===== src/rtl/uart_pkg.sv =====
// Shared definitions for the UART receive path: FSM encoding, line-level
// bit constants and the default divider for 115200 baud at 100 MHz.
package uart_pkg;

  typedef enum logic [1:0] {
    IDLE  = 2'd0,
    START = 2'd1,
    DATA  = 2'd2,
    STOP  = 2'd3
  } rx_state_t;

  localparam logic START_BIT = 1'b0;
  localparam logic STOP_BIT  = 1'b1;

  localparam int BAUD_DIV_DEFAULT = 868;

endpackage


===== src/rtl/sync_2ff.sv =====
// Two-flop synchronizer for a single asynchronous bit; both flops reset high
// so an idle serial line never looks like a start bit coming out of reset.
module sync_2ff (
  input  logic clk,
  input  logic resetn,
  input  logic d,
  output logic q
);

  logic meta;

  always_ff @(posedge clk or negedge resetn) begin
    if (!resetn) begin
      meta <= 1'b1;
      q    <= 1'b1;
    end else begin
      meta <= d;
      q    <= meta;
    end
  end

endmodule


===== src/rtl/uart_rx.sv =====
// 8N1 UART receiver with a single-entry holding register.
// Handshake: a byte is transferred in every cycle where dvalid and ready are both high.
module uart_rx
  import uart_pkg::*;
#(
  parameter int BAUD_DIV = BAUD_DIV_DEFAULT
) (
  input  logic       clk,
  input  logic       resetn,
  input  logic       rx,
  input  logic       ready,
  output logic [7:0] data,
  output logic       dvalid,
  output logic       frame_err,
  output logic       overrun,
  output logic [1:0] fsm_state
);

  localparam logic [31:0] HALF_CNT = 32'(BAUD_DIV / 2 - 1);
  localparam logic [31:0] FULL_CNT = 32'(BAUD_DIV - 1);

  generate
    if (BAUD_DIV < 4) begin : g_bad_baud_div
      $error("uart_rx: BAUD_DIV must be at least 4");
    end
  endgenerate

  rx_state_t   state;
  logic        rx_s;
  logic        rx_d;
  logic [31:0] div_count;
  logic [3:0]  bit_cnt;
  logic [7:0]  shift;
  logic        start_edge;

  sync_2ff u_sync (
    .clk    (clk),
    .resetn (resetn),
    .d      (rx),
    .q      (rx_s)
  );

  // Falling edge only; a line held low produces a single edge.
  assign start_edge = rx_d & ~rx_s;
  assign fsm_state  = state;

  always_ff @(posedge clk or negedge resetn) begin
    if (!resetn) begin
      state     <= IDLE;
      rx_d      <= 1'b1;
      div_count <= 32'd0;
      bit_cnt   <= 4'd0;
      shift     <= 8'h00;
      data      <= 8'h00;
      dvalid    <= 1'b0;
      frame_err <= 1'b0;
      overrun   <= 1'b0;
    end else begin
      rx_d      <= rx_s;
      frame_err <= 1'b0;
      overrun   <= 1'b0;
      if (dvalid && ready) begin
        dvalid <= 1'b0;
      end

      case (state)
        IDLE: begin
          div_count <= 32'd0;
          bit_cnt   <= 4'd0;
          if (start_edge) begin
            state <= START;
          end
        end

        START: begin
          if (div_count == HALF_CNT) begin
            div_count <= 32'd0;
            state     <= (rx_s == START_BIT) ? DATA : IDLE;
          end else begin
            div_count <= div_count + 32'd1;
          end
        end

        DATA: begin
          if (div_count == FULL_CNT) begin
            div_count <= 32'd0;
            shift     <= {rx_s, shift[7:1]};
            if (bit_cnt == 4'd7) begin
              bit_cnt <= 4'd0;
              state   <= STOP;
            end else begin
              bit_cnt <= bit_cnt + 4'd1;
            end
          end else begin
            div_count <= div_count + 32'd1;
          end
        end

        STOP: begin
          if (div_count == FULL_CNT) begin
            div_count <= 32'd0;
            state     <= IDLE;
            if (rx_s == STOP_BIT) begin
              // A consume in this same cycle frees the register for the new byte.
              if (dvalid && !ready) begin
                overrun <= 1'b1;
              end else begin
                data   <= shift;
                dvalid <= 1'b1;
              end
            end else begin
              frame_err <= 1'b1;
            end
          end else begin
            div_count <= div_count + 32'd1;
          end
        end

        default: state <= IDLE;
      endcase
    end
  end

endmodule


===== config.mk =====
export PLATFORM = sky130hd
export DESIGN_NAME = uart_rx
export DESIGN_NICKNAME = d
export VERILOG_FILES = /design/src/rtl/uart_pkg.sv /design/src/rtl/sync_2ff.sv /design/src/rtl/uart_rx.sv
export SDC_FILE = /design/constraint.sdc
export NUM_CORES = 1
export LEC_CHECK = 0
export ABC_CLOCK_PERIOD_IN_PS = 3150
export CAP_MARGIN = 20
export CORE_MARGIN = 3
export CORE_UTILIZATION = 52
export CTS_CLUSTER_DIAMETER = 200
export CTS_CLUSTER_SIZE = 24
export DETAILED_ROUTE_END_ITERATION = 8
export GPL_TIMING_DRIVEN = 0
export PLACE_DENSITY = 0.67
export SLEW_MARGIN = 20
export SYNTH_ARGS = -nofsm -noshare
export SYNTH_HDL_FRONTEND = slang
export SYNTH_HIERARCHICAL = 1
export SYNTH_SLANG_ARGS = --single-unit

===== constraint.sdc =====
create_clock -name clk -period 3.15 [get_ports clk]
set_input_delay 0.63 -clock clk [delete_from_list [all_inputs] [get_ports clk]]
set_output_delay 0.63 -clock clk [all_outputs]
set_load 0.03 [all_outputs]

==> metrics <==
outcome=finished, final reports clean; final setup vio count=0; CTS Sinks=60; final instance area=3510 sq um; syn nets=294; most frequent cell after synthesis=dfrtp_1; crit-path leading delay family=simple AND/OR/NAND/NOR gates; post-synth cell types=36; All-Layer GR Usage=0.214; final hold vios=0; xor and xnor area share after synthesis=0.0406; Main synth FF type=dfrtp_1; Core ar.=5570 sq um; H-tree depth=3; post-synthesis compound-gate area fraction=0.136; Final Wtd Congestion=0.845; DIE AREA=6760 sq um; Max clock buf depth=2; layout cells sized above 1=0.166; Routed Wire Length=6.31 mm; TritonRoute pass-1 iters=5; pins over their slew limit=0; Hold Buf Count CTS=0; number of cells on the critical path=5; overall die height=82.2 um; antenna viol nets, final=0; Lkg Pwr=1.43 nW; Power Total=0.00188 W; Die X=82.2 um; min Tclk post-route=2600 ps; vias in the first global route=2174; Synth Area in Simple Gates=0.213; post-synthesis adder-cell area fraction=0.0124; Hold Path Class=in2async; Ys Warns=6; clock skew=10.8 ps; crit path max-delay cell type=o31ai_1; Setup crit start kind=register; CP Capture Type=register; root buf cell=clkbuf_8; DP Area=3290 sq um; Clock Latency Late Sink=350 ps; HPWL Detailed=4.32 mm; Inserted Clock Buffers=9; Synth top cells by count=dfrtp_1, a21oi_1, mux2_2; MaxCap Viol Count=0; Ports=17; Yosys reg bits=60; critical path class=reg2reg; total number of vias=2411; drt first-iter violations=165; Gate Count Post-Synth=287; Syn Area/Cell=10.5 sq um; Seq/Total Area, Yosys=0.499; Slew HR=0.594; R2R Setup Slk=550 ps; IO buf count=16; Placement Rows=27; crit path buf inv count=1; WP data arrival=2800 ps; Initial Util=0.542; capture point of the worst path=div_count[8]$_DFF_PN0_; initial antenna violation count=0; n_diodes=0; Max Clock Freq=385 MHz; largest family of logic cells by synthesized area=simple AND/OR/NAND/NOR gates; Via density=6.15; worst-path fanout max=10; VDD IR max=295 uV; final core occ=0.630; post-synth top area share=0.472; post-CTS setup buffers=0; Hold WS=156 ps; cell taking the most area after synthesis=dfrtp_1; unrepaired setup endpoints after global routing=false; Worst R2R Start=div_count[20]$_DFF_PN0_; max incr delay on CP=540 ps; TritonCTS clock tree=yes; Post-synth EDFFs=0; ys async rst share=1.00; worst reg2reg path endpoint=div_count[8]$_DFF_PN0_; Cell Chain, Critical Path=nor4_1 -> nand4_2 -> o31ai_1 -> clkbuf_1 -> a21oi_1; crit share post-route=0.825; dpl cells=376; Reg clk slew, reported paths=70 ps; Nets=322; fin cells=392; first-pass GRT wire length=10.7 mm; post-DR wirelength/cell=16.1 um; DRC errors left=0; Power Density=535 nW/um^2; Area contributors post-synth=dfrtp_1, mux2_2, a22oi_1, xnor2_1, o31ai_1; crit path launch=div_count[20]$_DFF_PN0_; PostCTS Resize Cnt=0; GR Overflow Total=0; largest net degree at the start of global routing=41; Slew @ Worst Pin=605 ps; Post-Syn Area=3020 sq um; Worst EP required=3350 ps; Area growth, synth to finish=16.3%; R2R cell count=5; multiplexer share of the synthesized area=0.0634
worst reg2reg max path, delay by kind of cell, from the launching register on:
family / cells / cell delay (ps)
AND/OR/NAND/NOR: 2 / 940
AO/OA/AOI/OAI: 2 / 680
flip-flops: 1 / 430
buffers and inverters: 1 / 400
logic make-up (layout without fill, tap and decap cells):
family          Yosys count  after routing
buf+inv                  27             60
fa+ha+maj                 3              3
mux                      17             17
compound gates           62             62
simple gates            104            104
xor+xnor                 14             14
flops                    60             60
cell usage in the layout, fill, tap and decap left out, types with 2 or more instances in the layout:
cell type        Yosys  routed
nor4_4               2       2
a21oi_1             18      18
o211ai_1             3       3
or4_1               13      13
and4_1               2       2
a22oi_1             16      16
o21ai_0              7       7
nand2b_1             4       4
clkinvlp_4           0       3
nor4_1              13      13
nor3_1               8       8
o311ai_0             2       2
clkbuf_8             0      10
nand4_1             10      10
dfrtp_1             57      57
or2_2                2       2
ha_1                 3       3
o31ai_1             13      13
buf_2                6       6
clkbuf_1            11      11
inv_1               10      10
nand2_1             15      15
nor2b_1              3       3
nor2_1               7       7
or3_1                7       7
nand3_2              2       2
xnor2_1             13      13
nand3_1             12      12
clkdlybuf4s50_1      0      15
mux2_2              17      17
dfstp_2              3       3
bufinv_16            0       2
final cells by class:
cell class	instances	area, sq um
buffer	17	71.3
sequential	60	1510
multi-input combinational	200	1410
timing repair buffer	17	178
clock inverter	6	87.6
clock buffer	10	138
fill	461	2060
tap	72	90.1
inverter	10	37.5
sequential cells by signal, summed over array words and instances (netlist names), named ones only:
register     cells
data             8
fsm_state        1
overrun          1
u_sync/meta      1
u_sync/q         1
rx_d             1
bit_cnt          4
dvalid           1
div_count       32
frame_err        1
shift            8
power breakdown:
part | switching [W] | internal (W)
Sequential | 0.0000575 | 0.000818
Clock | 0.000318 | 0.000465
Combinational | 0.000134 | 0.0000856
Total | 0.000510 | 0.00137
through the flow:
step	worst slack [ps]	setup TNS, ps
floorplan	1040	0
global placement	-513	-29130
detailed placement	529	0
CTS	509	0
global route	250	0
finish	551	0
worst min-delay path by stage:
stage | depth (start not counted) | startpoint | end | slack (ps)
4_1_cts | 1 | resetn | div_count[31]$_DFF_PN0_ | 160
3_5_place_dp | 0 | u_sync/meta$_DFF_PN1_ | u_sync/q$_DFF_PN1_ | 350
6_report | 1 | resetn | div_count[31]$_DFF_PN0_ | 160
2_1_floorplan | 0 | resetn | async pin | 330
3_3_place_gp | 0 | u_sync/meta$_DFF_PN1_ | u_sync/q$_DFF_PN1_ | 350
5_1_grt | 1 | resetn | div_count[31]$_DFF_PN0_ | 160
per-layer routing:
layer | global-route usage | vias up | share of wire
met5 | 0 | - | 0
met4 | 0.120 | 0 | 0.020
met3 | 0.0477 | 12 | 0.035
met2 | 0.296 | 51 | 0.45
met1 | 0.310 | 1201 | 0.49
li1 | - | 1147 | -
Power figures use the tool's default switching activity.
